`config.mk`:
```
export PLATFORM = sky130hd
export DESIGN_NAME = pipeline_rr_arbiter
export DESIGN_NICKNAME = d
export VERILOG_FILES = /design/src/rtl/pipeline_pkg.sv /design/src/rtl/pipeline_rr_arbiter_select.sv /design/src/rtl/pipeline_rr_arbiter.sv
export SDC_FILE = /design/constraint.sdc
export NUM_CORES = 1
export LEC_CHECK = 0
export BUFFER_PORTS_ARGS = -buffer_cell sky130_fd_sc_hd__buf_4
export CORE_MARGIN = 2
export CORE_UTILIZATION = 40
export CTS_BUF_LIST = sky130_fd_sc_hd__clkbuf_16
export DETAILED_ROUTE_END_ITERATION = 6
export PLACE_DENSITY = 0.78
export SLEW_MARGIN = 0
export SYNTH_ARGS = -nofsm -noshare
export SYNTH_HDL_FRONTEND = slang
export SYNTH_HIERARCHICAL = 1
export SYNTH_SLANG_ARGS = --single-unit
```
`constraint.sdc`:
```
create_clock -name clk -period 3.01 [get_ports clk]
set_clock_uncertainty 0.15 [all_clocks]
set_input_delay 0.602 -clock clk [delete_from_list [all_inputs] [get_ports clk]]
set_output_delay 0.602 -clock clk [all_outputs]
set_load 0.01 [all_outputs]
```
`src/rtl/pipeline_pkg.sv`:
```
// Shared arbiter types: FSM state encoding and a constant-width helper.
// Latency: n/a (types and constant functions only).
// Backpressure: n/a.
package pipeline_pkg;

  typedef enum logic {
    ARB_IDLE   = 1'b0,
    ARB_LOCKED = 1'b1
  } arb_state_t;

  // Ceiling log2 for deriving index widths from a requester count.
  function automatic int clog2(input int n);
    int r;
    int v;
    r = 0;
    v = 1;
    while (v < n) begin
      v = v * 2;
      r = r + 1;
    end
    return r;
  endfunction

endpackage

```
`src/rtl/pipeline_rr_arbiter_select.sv`:
```
// Rotating find-first-set: first asserted req at or after ptr, wrapping mod NUM_REQ.
// Latency: purely combinational.
// Backpressure: none; caller gates the grant with its own load enable.
module rr_priority_select
  import pipeline_pkg::*;
#(
  parameter  int NUM_REQ  = 4,
  localparam int ID_WIDTH = clog2(NUM_REQ)
) (
  input  logic [NUM_REQ-1:0]  req,
  input  logic [ID_WIDTH-1:0] ptr,
  output logic [NUM_REQ-1:0]  gnt,
  output logic [ID_WIDTH-1:0] idx,
  output logic                found
);

  logic [ID_WIDTH:0]   cand;
  logic [ID_WIDTH-1:0] cand_idx;

  // Walk ptr, ptr+1, ... with one extra bit so the wrap works for any NUM_REQ.
  always_comb begin
    gnt      = '0;
    idx      = '0;
    found    = 1'b0;
    cand     = '0;
    cand_idx = '0;
    for (int k = 0; k < NUM_REQ; k++) begin
      cand = {1'b0, ptr} + (ID_WIDTH+1)'(k);
      if (cand >= (ID_WIDTH+1)'(NUM_REQ)) begin
        cand = cand - (ID_WIDTH+1)'(NUM_REQ);
      end
      cand_idx = cand[ID_WIDTH-1:0];
      if (!found && req[cand_idx]) begin
        found = 1'b1;
        idx   = cand_idx;
      end
    end
    if (found) begin
      gnt[idx] = 1'b1;
    end
  end

endmodule

```
`src/rtl/pipeline_rr_arbiter.sv`:
```
// Packet-granular round-robin arbiter feeding one registered valid/ready stage, tagging beats with requester id.
// Latency: 1 cycle from u_valid&u_ready to d_valid; 1 beat/cycle with no gap between packets.
// Backpressure: while d_valid=1 and d_ready=0 the output register holds and every u_ready is 0.
module pipeline_rr_arbiter
  import pipeline_pkg::*;
#(
  parameter  int NUM_REQ    = 4,
  parameter  int DATA_WIDTH = 32,
  localparam int ID_WIDTH   = clog2(NUM_REQ)
) (
  input  logic                          clk,
  input  logic                          rst_n,
  input  logic [NUM_REQ*DATA_WIDTH-1:0] u_data,
  input  logic [NUM_REQ-1:0]            u_valid,
  input  logic [NUM_REQ-1:0]            u_last,
  output logic [NUM_REQ-1:0]            u_ready,
  output logic [DATA_WIDTH-1:0]         d_data,
  output logic [ID_WIDTH-1:0]           d_id,
  output logic                          d_last,
  output logic                          d_valid,
  input  logic                          d_ready
);

  arb_state_t            state;
  logic [ID_WIDTH-1:0]   rr_ptr;
  logic [ID_WIDTH-1:0]   lock_id;
  logic [ID_WIDTH-1:0]   sel;
  logic [ID_WIDTH-1:0]   sel_next;
  logic [ID_WIDTH:0]     sel_inc;
  logic [ID_WIDTH-1:0]   ps_idx;
  logic [NUM_REQ-1:0]    ps_gnt;
  logic                  ps_found;
  logic                  grant_active;
  logic                  load_en;
  logic                  transfer;
  logic                  sel_last;
  logic [DATA_WIDTH-1:0] sel_data;

  rr_priority_select #(
    .NUM_REQ (NUM_REQ)
  ) u_select (
    .req   (u_valid),
    .ptr   (rr_ptr),
    .gnt   (ps_gnt),
    .idx   (ps_idx),
    .found (ps_found)
  );

  // Idle picks the next valid requester in rotation; a locked packet keeps its owner even through bubbles.
  always_comb begin
    sel          = ps_idx;
    grant_active = ps_found;
    if (state == ARB_LOCKED) begin
      sel          = lock_id;
      grant_active = 1'b1;
    end
  end

  assign load_en  = d_ready | ~d_valid;
  assign transfer = load_en & u_valid[sel] & grant_active;
  assign sel_last = u_last[sel];
  assign sel_data = u_data[int'(sel)*DATA_WIDTH +: DATA_WIDTH];

  // Next rotation start is the requester after the one finishing its packet.
  assign sel_inc  = {1'b0, sel} + (ID_WIDTH+1)'(1);
  assign sel_next = (sel_inc == (ID_WIDTH+1)'(NUM_REQ)) ? '0 : sel_inc[ID_WIDTH-1:0];

  // Only the current owner sees ready, and only when the output stage can take a beat.
  always_comb begin
    u_ready = '0;
    if (load_en && grant_active) begin
      if (state == ARB_IDLE) begin
        u_ready = ps_gnt;
      end else begin
        u_ready[lock_id] = 1'b1;
      end
    end
  end

  // Grant FSM: lock on a non-last first beat, release and rotate on the last beat.
  always_ff @(posedge clk or negedge rst_n) begin
    if (!rst_n) begin
      state   <= ARB_IDLE;
      rr_ptr  <= '0;
      lock_id <= '0;
    end else if (transfer) begin
      case (state)
        ARB_IDLE: begin
          if (sel_last) begin
            rr_ptr <= sel_next;
          end else begin
            state   <= ARB_LOCKED;
            lock_id <= sel;
          end
        end
        ARB_LOCKED: begin
          if (sel_last) begin
            state  <= ARB_IDLE;
            rr_ptr <= sel_next;
          end
        end
        default: state <= ARB_IDLE;
      endcase
    end
  end

  // Output register: refill whenever empty or drained, keep payload during bubbles.
  always_ff @(posedge clk or negedge rst_n) begin
    if (!rst_n) begin
      d_valid <= 1'b0;
      d_data  <= '0;
      d_id    <= '0;
      d_last  <= 1'b0;
    end else if (load_en) begin
      d_valid <= transfer;
      if (transfer) begin
        d_data <= sel_data;
        d_id   <= sel;
        d_last <= sel_last;
      end
    end
  end

endmodule

```
==> After elaboration in Yosys (flattened, before gate mapping) <==
Index checks and enable logic that the tools add are counted.
{ "word_totals": {"inputBits": 139, "word_cells": 84, "reg_bits": 41} }
{ "classes": {"n_reduce_logical": 12, "n_mux": 36, "addsub": 8, "n_eq_ne": 1, "bitwise_logic": 6, "order_cmp": 13, "shifts": 1} }
{ "ops": {"columns": ["operator", "count"], "rows": [
  ["128-bit by 8-bit variable part select with 32-bit output", 1],
  ["2-bit 2-to-1 mux", 11],
  ["2-bit by 3-bit < comparator with 1-bit output (second input constant)", 7],
  ["1-bit 2-to-1 mux", 14],
  ["1-bit binary-select mux with 2-bit select", 6],
  ["4-bit 2-to-1 mux", 3],
  ["3-bit greater-or-equal comparator (second input constant)", 3],
  ["2-bit by 1-bit subtractor with 2-bit output (second input constant)", 4],
  ["2-bit by 1-bit adder with 3-bit output (second input constant)", 2],
  ["2-bit by 2-bit adder with 3-bit output (second input constant)", 2],
  ["1-bit logical AND", 6],
  ["1-bit demux with 2-bit select", 2],
  ["2-bit by 1-bit greater-or-equal comparator with 1-bit output (second input constant)", 2],
  ["2-bit AND reduction", 2],
  ["3-bit == test (second input constant)", 1],
  ["2-bit by 3-bit greater-or-equal comparator with 1-bit output (second input constant)", 1],
  ["1-bit zero test", 3],
  ["1-bit inverter", 3],
  ["3-bit AND reduction", 1],
  ["1-bit AND", 2],
  ["1-bit bitwise OR", 1]
]} }

==> Longest topological paths before layout <==
Gate-level depths: netlist of run 1.
{ "logic_depth": {"depth_word": 21, "ltp_mapped": 10} }

==> Cells and area by module <==
Netlist of run 1, hierarchy kept.
{ "modules_own_cells": {"columns": ["module", "cells_per_inst", "seq_area_each_um2", "n_inst", "area_per_inst_um2"], "rows": [
  ["pipeline_rr_arbiter", 308, 1026.0, 1, 2810.2],
  ["rr_priority_select", 33, 0.0, 1, 211.5]
]} }

==> Least setup slack after synthesis of run 1 <==
No wires, ideal clock.
{ "synth_timing": {"kind": "input -> register", "startpoint": "input port u_valid[0]", "endpoint": "register d_id[1]", "setup_ns": 0.127, "slack_ns": 0.013, "t_arrival_ns": 2.720, "stages": 10, "n_path_buf": 2, "path_cell_list": "buf_2 > mux2i_1 > nor2_1 > a311oi_1 > mux2i_2 > nor2b_1 > o22ai_4 > nand2_4 > buf_6 > mux2_1"} }
{ "synth_via": {"elab_chain_len": 18, "word_cells_on_any_way": 29, "cone_classes": "mux: 20; bitwise: 2; reduce/logical: 7"} }
{ "synth_lines": {"columns": ["item", "line", "rtl"], "rows": [
  ["start: declaration", "pipeline_rr_arbiter.sv:14", "input logic [NUM_REQ-1:0] u_valid,"],
  ["1-bit binary-select mux with 2-bit select", "pipeline_rr_arbiter_select.sv:33", "if (!found && req[cand_idx]) begin"],
  ["1-bit 2-to-1 mux (not written as such)", "pipeline_rr_arbiter_select.sv:33", null],
  ["1-bit 2-to-1 mux", "pipeline_rr_arbiter_select.sv:33", null],
  ["1-bit zero test", "pipeline_rr_arbiter_select.sv:33", null],
  ["1-bit logical AND", "pipeline_rr_arbiter_select.sv:33", null],
  ["1-bit 2-to-1 mux", "pipeline_rr_arbiter_select.sv:33", null],
  ["1-bit zero test", "pipeline_rr_arbiter_select.sv:33", null],
  ["1-bit logical AND", "pipeline_rr_arbiter_select.sv:33", null],
  ["[2 not listed]", null, null],
  ["1-bit logical AND", "pipeline_rr_arbiter_select.sv:33", null],
  ["2-bit 2-to-1 mux (*)", "pipeline_rr_arbiter_select.sv:33", null],
  ["named net ps_idx[0]", "pipeline_rr_arbiter.sv:30", "logic [ID_WIDTH-1:0] ps_idx;"],
  ["2-bit 2-to-1 mux (*)", "pipeline_rr_arbiter.sv:53", "if (state == ARB_LOCKED) begin"],
  ["1-bit binary-select mux with 2-bit select (*)", "pipeline_rr_arbiter.sv:60", "assign transfer = load_en & u_valid[sel] & grant_active;"],
  ["1-bit 2-to-1 mux (not written as such) (*)", "pipeline_rr_arbiter.sv:60", null],
  ["1-bit AND (*) (2 in a row)", "pipeline_rr_arbiter.sv:60", null],
  ["2-bit AND reduction (no source line) (*)", null, null],
  ["end signal: assignment", "pipeline_rr_arbiter.sv:118", "d_id <= sel;"],
  ["end: declaration", "pipeline_rr_arbiter.sv:18", "output logic [ID_WIDTH-1:0] d_id,"]
]} }
Mark *: on every way through the listed nets, which the timed path passes. The rest lies on a longest branch. The select of a mux whose other input is x is not followed.
A chain may end at the register's enable or synchronous reset.

==> Worst setup path after layout of run 1 <==
{ "layout_timing": {"startpoint": "register rr_ptr[0]", "endpoint": "register d_data[0]"} }
{ "layout_via": {"elab_chain_len": 20, "word_cells_on_any_way": 45, "cone_classes": "add/sub: 7; order compare: 4; shift: 1; mux: 24; bitwise: 2; reduce/logical: 7"} }
{ "layout_lines": {"columns": ["item", "line", "rtl"], "rows": [
  ["start: declaration", "pipeline_rr_arbiter.sv:25", "logic [ID_WIDTH-1:0] rr_ptr;"],
  ["start signal: assignment", "pipeline_rr_arbiter.sv:90", "rr_ptr <= sel_next;"],
  ["start signal: assignment", "pipeline_rr_arbiter.sv:99", "rr_ptr <= sel_next;"],
  ["parallel branches: the longest is 13 deep, another holds 2-bit by 1-bit adder with 3-bit output", null, null],
  ["2-bit 2-to-1 mux (*)", "pipeline_rr_arbiter_select.sv:33", null],
  ["named net ps_idx[1]", "pipeline_rr_arbiter.sv:30", null],
  ["2-bit 2-to-1 mux (*)", "pipeline_rr_arbiter.sv:53", null],
  ["parallel branches: the longest is 5 deep, another holds 128-bit by 8-bit variable part select with 32-bit output", null, null],
  ["end signal: assignment", "pipeline_rr_arbiter.sv:117", "d_data <= sel_data;"],
  ["end: declaration", "pipeline_rr_arbiter.sv:17", "output logic [DATA_WIDTH-1:0] d_data,"]
]} }
Mark *: on every way through the listed nets, which the timed path passes. The select of a mux whose other input is x is not followed.

==> results.sh, run 1 <==
export IMPL_antenna_found_initial=0
export IMPL_max_slew_margin_rel_pct=64.52
export IMPL_slowest_delay_ns=0.45
export IMPL_grt_ovfl_total=0
export IMPL_fmax_mhz=361.1
export IMPL_syn_avg_cell_area_um2=8.861
export IMPL_port_buffers=178
export IMPL_crit_arrival_ns=2.78
export IMPL_vias_per_cell=5.264
export IMPL_reg2reg_slack_ns=0.24
export IMPL_cp_end_kind="flop"
export IMPL_initial_core_util_pct=41.44
export IMPL_postCtsHoldBufs=0
export IMPL_insertion_delay_ns=0.28
export IMPL_pin_count=179
export IMPL_p_leak_nw=2.148
export IMPL_rows=31
export IMPL_drive_gt1_share_pct=47.84
export IMPL_synth_top_area_cell="dfrtp_1"
export IMPL_reg2reg_depth=9
export IMPL_fillers=645
export IMPL_worst_slew_pin_slew_ns=0.5322
export IMPL_wl_um=9353
export IMPL_cap_violations=0
export IMPL_clk_path_buf_depth=2
export IMPL_fin_setup_tns_ns=0
export IMPL_layout_commonest_cell="buf_4"
export IMPL_cts_tree="done"
export IMPL_drv_slew=0
export IMPL_area_growth_pct=52.09
export IMPL_dp_hpwl_um=7358
export IMPL_grt_pass1_wl_um=15320
export IMPL_rr_endpoint="d_data[0]"
export IMPL_vdd_drop_max_mv=0.4272
export IMPL_fin_cells=609
export IMPL_status="complete, no violations"
export IMPL_final_cell_mix="186 x buf_4, 70 x nand2_1, 40 x dfrtp_1, 36 x mux2_2, 34 x nor2b_1"
export IMPL_synth_area_um2=3022
export IMPL_dr_total_vias=3206
export IMPL_setup_worst_path_start_class="flop"
export IMPL_hold_viol=0
export IMPL_core_um2=7292
export IMPL_nets=648
export IMPL_die_w_um=90.92
export IMPL_cts_inserted_buffers=5
export IMPL_gp_congestion=0.9324
export IMPL_first_pass_iters=4
export IMPL_cts_resized=0
export IMPL_synth_area_leaders="dfrtp_1 34%, mux2_2 13%, nand2_1 8.7%, a211oi_1 8.0%, nor2b_1 7.0%"
export IMPL_first_iter_violations=116
export IMPL_grt_pass1_vias=3258
export IMPL_multi_input_area_um2=1798
export IMPL_cp_slowest_cell="dfrtp_1"
export IMPL_drcViolationCount=0
export IMPL_yosysUniqueCellTypes=44
export IMPL_ys_warn_count=6
export IMPL_path_class="reg2reg"
export IMPL_period_needed_ns=2.769
export IMPL_die_area_um2=8266
export IMPL_antenna_cells=0
export IMPL_setup_violations=0
export IMPL_dp_cells=601
export IMPL_grt_use_total_pct=22.67
export IMPL_ys_seq_area_share_pct=33.95
export IMPL_synth_nets=480
export IMPL_grt_max_degree=55
export IMPL_clock_sink_count=41
export IMPL_synth_top_area_share_pct=33.95
export IMPL_crit_fanout=54
export IMPL_clkTransAtPathRegs_ns=0.06
export IMPL_rr_startpoint="rr_ptr[0]"
export IMPL_chipHeight_um=90.92
export IMPL_htree_levels=2
export IMPL_post_cts_buffers=0
export IMPL_ys_ff_latch=41
export IMPL_hold_class="in2async"
export IMPL_critPathRequiredTime_ns=3.02
export IMPL_post_route_period_util_pct=92.00
export IMPL_wire_per_inst_um=15.36
export IMPL_path_cells="inv_1, o21ai_0, o2bb2a_1, mux2i_4, buf_12, and2b_1, a211oi_1, a31oi_1, mux2_2"
export IMPL_synth_cells=341
export IMPL_rsz0062_at_grt="false"
export IMPL_clockRootBuffer="clkbuf_16"
export IMPL_cellPowerDensity_nw_per_um2=1068
export IMPL_ant_nets=0
export IMPL_register_area_um2=1027
-- worst max path at each step --
stage                     startpoint   endpoint  cells past startpoint
after floorplan           u_valid[0]    d_id[1]                     10
final                      rr_ptr[0]  d_data[0]                      9
after global placement    u_valid[2]  rr_ptr[0]                      9
after detailed placement  u_valid[0]  d_data[0]                     10
after CTS                  rr_ptr[1]  d_data[0]                      9
after global routing       rr_ptr[0]  d_data[0]                      9
-- per-layer routing --
metal  GRT usage (%)  routed length (um)
met4           8.965                 213
met1           26.37                3696
met3           5.927                 661
met5               0                   0
met2           39.74                4781
-- cells in the mapped netlist (all sizes together) --
| library cell | instances |
|---|---|
| and2 | 1 |
| xor2 | 1 |
| nor2 | 9 |
| a32oi | 1 |
| nand2b | 5 |
| a311oi | 1 |
| a21o | 1 |
| o2bb2a | 1 |
| o221a | 2 |
| mux2i | 4 |
| o21bai | 1 |
| a21boi | 2 |
| a211oi | 32 |
| a21oi | 10 |
| and2b | 3 |
| o21ai | 5 |
| nand3 | 3 |
| o2bb2ai | 1 |
| a2bb2oi | 1 |
| o22ai | 1 |
| nand4 | 1 |
| buf | 19 |
| dfrtp | 41 |
| clkbuf | 9 |
| a31oi | 33 |
| a21bo | 1 |
| nor2b | 34 |
| inv | 6 |
| a22o | 1 |
| mux2 | 38 |
| nor3 | 1 |
| nand2 | 71 |
| mux4 | 1 |
-- registers in the layout (all words and copies together) (netlist names) --
| signal | cells |
|---|---|
| d_data | 32 |
| d_id | 2 |
| lock_id | 2 |
| rr_ptr | 2 |
| d_last | 1 |
| d_valid | 1 |
| state | 1 |
-- logic make-up (layout without fill, tap and decap cells) --
family | Yosys count | in the layout | share of synthesized area, %
DFF | 41 | 41 | 33.95
and+or+nand+nor | 128 | 128 | 20.12
xor gates and xnor gates | 1 | 1 | 0.2899
buffers and inverters | 34 | 203 | 6.832
AOI/OAI and AO/OA | 94 | 94 | 21.91
muxes | 43 | 43 | 16.89
-- final cells by class --
type	count	area share, %
clock buffers	5	2.723
well taps	99	2.695
inverters	6	0.4901
repair buffers	189	31.69
multi-input cells	266	39.12
flip-flops and latches	41	22.35
clock inverters	3	0.9257
-- per-stage QoR --
step | hold WS (ns) | total power [mW] | utilization, % | area, um^2 | setup slack, ns
finish | 0.1561 | 4.910 | 63.02 | 4596 | 0.2409
global route | 0.1902 | 5.311 | 63.02 | 4596 | 0.02471
CTS | 0.1770 | 4.961 | 63.01 | 4594 | 0.1507
detailed placement | 0.3448 | 4.357 | 60.71 | 4427 | 0.02677
global placement | 0.3304 | 4.246 | 60.71 | 4427 | 0.2142
floorplan | 0.1564 | 3.285 | - | 3022 | 0.01268
-- report_power, final --
| group | switching, mW | internal [mW] |
|---|---|---|
| clock | 0.210 | 0.389 |
| sequential | 0.240 | 0.863 |
| combinational | 1.57 | 1.64 |
| total | 2.02 | 2.89 |
-- worst max-delay path: cells and delay by family, from the launching register on --
kind | cells | cell delay (ns)
buf+inv | 2 | 0.38
compound gates | 4 | 0.87
flops | 1 | 0.45
mux | 2 | 0.58
simple gates | 1 | 0.21
Power figures use the tool's default switching activity.
==> run 2: changes to the inputs <==
CORE_MARGIN = 4   (was 2)
SLEW_MARGIN = unset   (was 0)
==> run 2 against run 1 <==
Critical path depth unchanged. Sequential share of layout area increased by 0.11 points. Count of clock-buffer cells in the layout unchanged. Total power decreased by 0.47%. Cell count decreased by 0.49%. Fmax increased by 2.4%. Clock power decreased by 2%. Cell area decreased by 0.49%. Hold slack got worse by 0.0022 ns. Critical endpoint is now d_data[1]. Sequential cell count unchanged. Setup slack improved by 0.066 ns.
==> results.sh, run 2 (same netlist as run 1, synthesis figures left out) <==
export IMPL_status="complete, no violations"
export IMPL_vdd_drop_max_mv=0.4621
export IMPL_cts_inserted_buffers=5
export IMPL_initial_core_util_pct=41.44
export IMPL_worst_slew_pin_slew_ns=0.5296
export IMPL_path_buf_inv=2
export IMPL_slowest_delay_ns=0.46
export IMPL_clock_sink_count=41
export IMPL_dr_total_vias=3201
export IMPL_cap_violations=0
export IMPL_first_iter_violations=107
export IMPL_final_util_pct=62.71
export IMPL_rr_endpoint="d_data[1]"
export IMPL_area_growth_pct=51.35
export IMPL_hold_viol=0
export IMPL_period_needed_ns=2.703
export IMPL_port_buffers=178
export IMPL_cts_tree="done"
export IMPL_ant_nets=0
export IMPL_antenna_found_initial=0
export IMPL_wl_um=9842
export IMPL_insertion_delay_ns=0.28
export IMPL_post_place_ws_ns=0.08070
export IMPL_grt_pass1_wl_um=15510
export IMPL_postCtsHoldBufs=0
export IMPL_reg2reg_slack_ns=0.31
export IMPL_cts_resized=0
export IMPL_die_area_um2=9009
export IMPL_rsz0062_at_grt="false"
export IMPL_die_w_um=94.92
export IMPL_fillers=655
export IMPL_grt_use_total_pct=21.81
export IMPL_cp_end_kind="flop"
export IMPL_vias_per_cell=5.282
export IMPL_path_class="reg2reg"
export IMPL_grt_pass1_vias=3243
export IMPL_layout_commonest_cell="buf_4"
export IMPL_rows=31
export IMPL_nets=646
export IMPL_crit_fanout=72
export IMPL_largest_reg_flops=32
export IMPL_fin_setup_tns_ns=0
export IMPL_setup_violations=0
export IMPL_grt_max_degree=73
export IMPL_drcViolationCount=0
export IMPL_gp_congestion=0.8863
export IMPL_chipHeight_um=94.92
export IMPL_fmax_mhz=370.0
export IMPL_max_slew_margin_rel_pct=64.70
export IMPL_fin_ws_ns=0.3071
export IMPL_path_cells="inv_1, o21ai_0, o2bb2a_1, mux2i_4, buf_12, and2b_1, a211oi_1, a31oi_1, mux2_2"
export IMPL_critPathRequiredTime_ns=3.02
export IMPL_post_route_period_util_pct=89.80
export IMPL_final_cell_mix="184 x buf_4, 70 x nand2_1, 40 x dfrtp_1, 36 x mux2_2, 34 x nor2b_1"
export IMPL_cp_slowest_cell="dfrtp_1"
export IMPL_first_pass_iters=4
export IMPL_setup_worst_path_start_class="flop"
export IMPL_antenna_cells=0
export IMPL_cellPowerDensity_nw_per_um2=1069
export IMPL_clkTransAtPathRegs_ns=0.06
export IMPL_rr_startpoint="rr_ptr[0]"
export IMPL_clk_path_buf_depth=2
export IMPL_pin_count=179
export IMPL_drv_slew=0
export IMPL_cp_top_family="compound AO/OA/AOI/OAI gates"
export IMPL_wire_per_inst_um=16.24
export IMPL_drive_gt1_share_pct=47.73
export IMPL_htree_levels=2
export IMPL_hold_class="in2async"
export IMPL_crit_arrival_ns=2.71
export IMPL_p_leak_nw=2.133
export IMPL_grt_ovfl_total=0
export IMPL_largest_register="d_data"
export IMPL_reg2reg_depth=9
export IMPL_core_um2=7292
export IMPL_clockRootBuffer="clkbuf_16"
export IMPL_dp_hpwl_um=7804
export IMPL_post_cts_buffers=0
-- run 2: cell types whose count changed in the layout (fill, tap and decap cells not counted) --
cell      change
buf_4         -2
clkinv_4      -1
inv_1         -1
clkinv_2      +1
-- run 2: routing by layer --
| layer | vias to the layer above | routed length (um) | global-route usage [%] |
|---|---|---|---|
| met5 | - | 0 | 0 |
| met4 | 0 | 172 | 6.611 |
| met3 | 15 | 903 | 7.729 |
| met2 | 136 | 5054 | 37.52 |
| met1 | 1500 | 3712 | 25.37 |
| li1 | 1550 | - | - |
-- run 2: worst max path at each step --
stage / cells after the start / slack [ns] / end / from
after floorplan: 10 / 0.01 / d_id[1] / u_valid[0]
after global placement: 10 / 0.17 / d_data[0] / u_valid[0]
after detailed placement: 10 / 0.08 / d_data[1] / u_valid[0]
after CTS: 9 / 0.21 / d_data[1] / rr_ptr[1]
after global routing: 9 / 0.12 / d_data[1] / rr_ptr[0]
final: 9 / 0.31 / d_data[1] / rr_ptr[0]
-- run 2: worst reg2reg max path: cells and delay by family, from the launching register on --
| kind | cells | cell delay (ns) |
|---|---|---|
| buffers and inverters | 2 | 0.42 |
| AND/OR/NAND/NOR | 1 | 0.24 |
| multiplexers | 2 | 0.56 |
| flip-flops | 1 | 0.46 |
| AO/OA/AOI/OAI | 4 | 0.76 |
-- run 2: power breakdown --
group | switching [mW] | internal, mW | total [mW]
combinational | 1.58 | 1.62 | 3.20
clock | 0.201 | 0.385 | 0.585
sequential | 0.235 | 0.863 | 1.10
-- run 2: area by class of cell --
cell class	count	area (um^2)	share of cell area, %
sequential	41	1027	22.46
tap	99	123.9	2.709
clock inverter	2	35.03	0.7661
multi-input combinational	266	1798	39.32
clock buffer	5	125.1	2.736
timing repair buffer	187	1441	31.52
inverter	6	22.52	0.4925
-- run 2: through the flow --
step	cells	power, mW	instance area [um^2]	hold WS, ns
2_1_floorplan	341	3.285	3022	0.1564
3_3_place_gp	599	4.240	4412	0.3251
3_5_place_dp	599	4.333	4412	0.3366
4_1_cts	606	4.937	4572	0.1704
5_1_grt	606	5.283	4573	0.1976
6_report	606	4.887	4573	0.1538
==> run 3: changes to the inputs <==
RECOVER_POWER = 50   (was unset)
==> run 3 against run 2 <==
Global-route usage did not move. Count of clock-buffer cells in the layout did not move. Die area did not move. First-iteration DRC count rose by 6.5%. Sequential share of layout area rose by 0.39 points. Non-clock buffer count did not move. Cell count did not move.
==> results.sh, run 3 (same netlist as run 1, synthesis figures left out) <==
export IMPL_status="complete, no violations"
export IMPL_first_pass_iters=6
export IMPL_cts_inserted_buffers=5
export IMPL_path_buf_inv=2
export IMPL_p_clk_share_pct=12.3
export IMPL_initial_core_util_pct=41.44
export IMPL_die_area_um2=9009
export IMPL_antenna_found_initial=0
export IMPL_port_buffers=178
export IMPL_ant_nets=0
export IMPL_clk_path_buf_depth=2
export IMPL_timing_hold_worst_endpoint="d_id[1]"
export IMPL_pin_count=179
export IMPL_gp_congestion=0.8863
export IMPL_core_um2=7292
export IMPL_hold_viol=0
export IMPL_first_iter_violations=114
export IMPL_register_area_um2=1027
export IMPL_die_w_um=94.92
export IMPL_antenna_cells=0
export IMPL_fmax_mhz=372.3
export IMPL_cp_end_kind="flop"
export IMPL_setup_violations=0
export IMPL_cts_tree="done"
export IMPL_setup_worst_path_start_class="flop"
export IMPL_grt_pass1_vias=3243
export IMPL_area_growth_pct=48.78
export IMPL_layout_commonest_cell="buf_4"
export IMPL_path_class="reg2reg"
export IMPL_postCtsHoldBufs=0
export IMPL_report_power_total_mw=4.763
export IMPL_post_route_period_util_pct=89.23
export IMPL_top_usage_layer="met2"
export IMPL_grt_ovfl_total=0
export IMPL_crit_fanout=15
export IMPL_path_cells="mux2i_1, nor2_1, a311oi_1, buf_4, nand2b_1, a2bb2oi_1, o22ai_4, nand2_4, buf_12, mux2_2"
export IMPL_multi_input_area_um2=1798
export IMPL_slowest_delay_ns=0.49
export IMPL_p_sw_mw=2.006
export IMPL_p_int_mw=2.757
export IMPL_largest_reg_flops=32
export IMPL_grt_pass1_wl_um=15510
export IMPL_path_depth=10
export IMPL_chipHeight_um=94.92
export IMPL_cap_violations=0
export IMPL_wl_um=9806
export IMPL_htree_levels=2
export IMPL_reg2reg_depth=10
export IMPL_fillers=677
export IMPL_vdd_drop_max_mv=0.4434
export IMPL_wire_per_inst_um=16.18
export IMPL_insertion_delay_ns=0.27
export IMPL_grtUsageMet1_pct=25.37
export IMPL_clkTransAtPathRegs_ns=0.06
export IMPL_largest_register="d_data"
export IMPL_drive_gt1_share_pct=43.79
export IMPL_power_frac_seq_pct=22.9
export IMPL_grt_use_total_pct=21.81
export IMPL_dp_hpwl_um=7804
export IMPL_final_cell_mix="163 x buf_4, 70 x nand2_1, 40 x dfrtp_1, 36 x mux2_2, 34 x nor2b_1"
export IMPL_hp_start="d_id[1]"
export IMPL_grt_max_degree=73
export IMPL_swShare_pct=42.11
export IMPL_cp_top_family="compound AO/OA/AOI/OAI gates"
export IMPL_max_slew_margin_rel_pct=30.17
export IMPL_cp_slowest_cell="dfrtp_2"
export IMPL_dr_total_vias=3184
export IMPL_rr_endpoint="d_data[22]"
export IMPL_drv_slew=0
export IMPL_fin_setup_tns_ns=0
export IMPL_critPathRequiredTime_ns=3.02
export IMPL_rsz0062_at_grt="false"
export IMPL_comb_power_share_pct=64.8
export IMPL_cellPowerDensity_nw_per_um2=1059
export IMPL_use_met3_pct=7.729
export IMPL_reg2reg_slack_ns=0.32
export IMPL_rr_startpoint="rr_ptr[1]"
export IMPL_rows=31
export IMPL_crit_arrival_ns=2.69
export IMPL_nets=646
export IMPL_hold_depth=1
export IMPL_clock_sink_count=41
export IMPL_p_leak_nw=2.060
export IMPL_hold_class="reg2reg"
export IMPL_crit_start="rr_ptr[1]"
export IMPL_period_needed_ns=2.686
export IMPL_clockRootBuffer="clkbuf_16"
export IMPL_vias_per_cell=5.254
export IMPL_worst_slew_pin_slew_ns=1.047
export IMPL_drcViolationCount=0
export IMPL_grtUsageMet2_pct=37.52
==> run 3: changes by cell type in the layout (fill, tap and decap cells not counted), sizes merged <==
cell and delta:
clkbuf +21, buf -21
==> run 3: layout make-up <==
| cell class | count | area share [%] |
|---|---|---|
| sequential | 41 | 22.85 |
| timing repair buffer | 187 | 30.34 |
| tap | 99 | 2.755 |
| multi-input combinational | 266 | 39.99 |
| clock buffer | 5 | 2.783 |
| inverter | 6 | 0.5010 |
| clock inverter | 2 | 0.7793 |
==> run 3: through the flow <==
stage	hold WS [ns]	worst slack, ns	std cells	utilization [%]	area [um^2]
final	0.3457	0.3240	606	61.65	4496
after global routing	0.3705	0.1248	606	61.65	4496
after CTS	0.1704	0.2051	606	62.70	4572
after detailed placement	0.3366	0.08070	599	60.50	4412
after global placement	0.3251	0.1745	599	60.50	4412
after floorplan	0.1564	0.01268	341	-	3022
==> run 3: timing repair <==
action | 4_1_cts | 5_1_grt
setup endpoints to repair | 0 | 1
gates resized for setup | 0 | 1
setup buffers | 0 | 0
==> run 3: worst max-delay path by stage <==
| stage | slack, ns | end |
|---|---|---|
| 3_3_place_gp | 0.17 | d_data[0] |
| 6_report | 0.32 | d_data[22] |
| 5_1_grt | 0.12 | d_data[1] |
| 3_5_place_dp | 0.08 | d_data[1] |
| 2_1_floorplan | 0.01 | d_id[1] |
| 4_1_cts | 0.21 | d_data[1] |
==> run 3: power by group through the flow <==
stage | logic (mW) | registers, mW | clock network (mW)
floorplan | 2.14 | 1.14 | 0
global placement | 3.15 | 1.09 | 0
detailed placement | 3.24 | 1.10 | 0
CTS | 3.24 | 1.10 | 0.599
global route | 3.41 | 1.14 | 0.620
finish | 3.09 | 1.09 | 0.585
==> run 3: layer usage <==
metal | share of wire (%) | vias up
met3 | 8.5 | 17
met1 | 38 | 1488
met2 | 52 | 129
met5 | 0 | -
li1 | - | 1550
met4 | 2.0 | 0
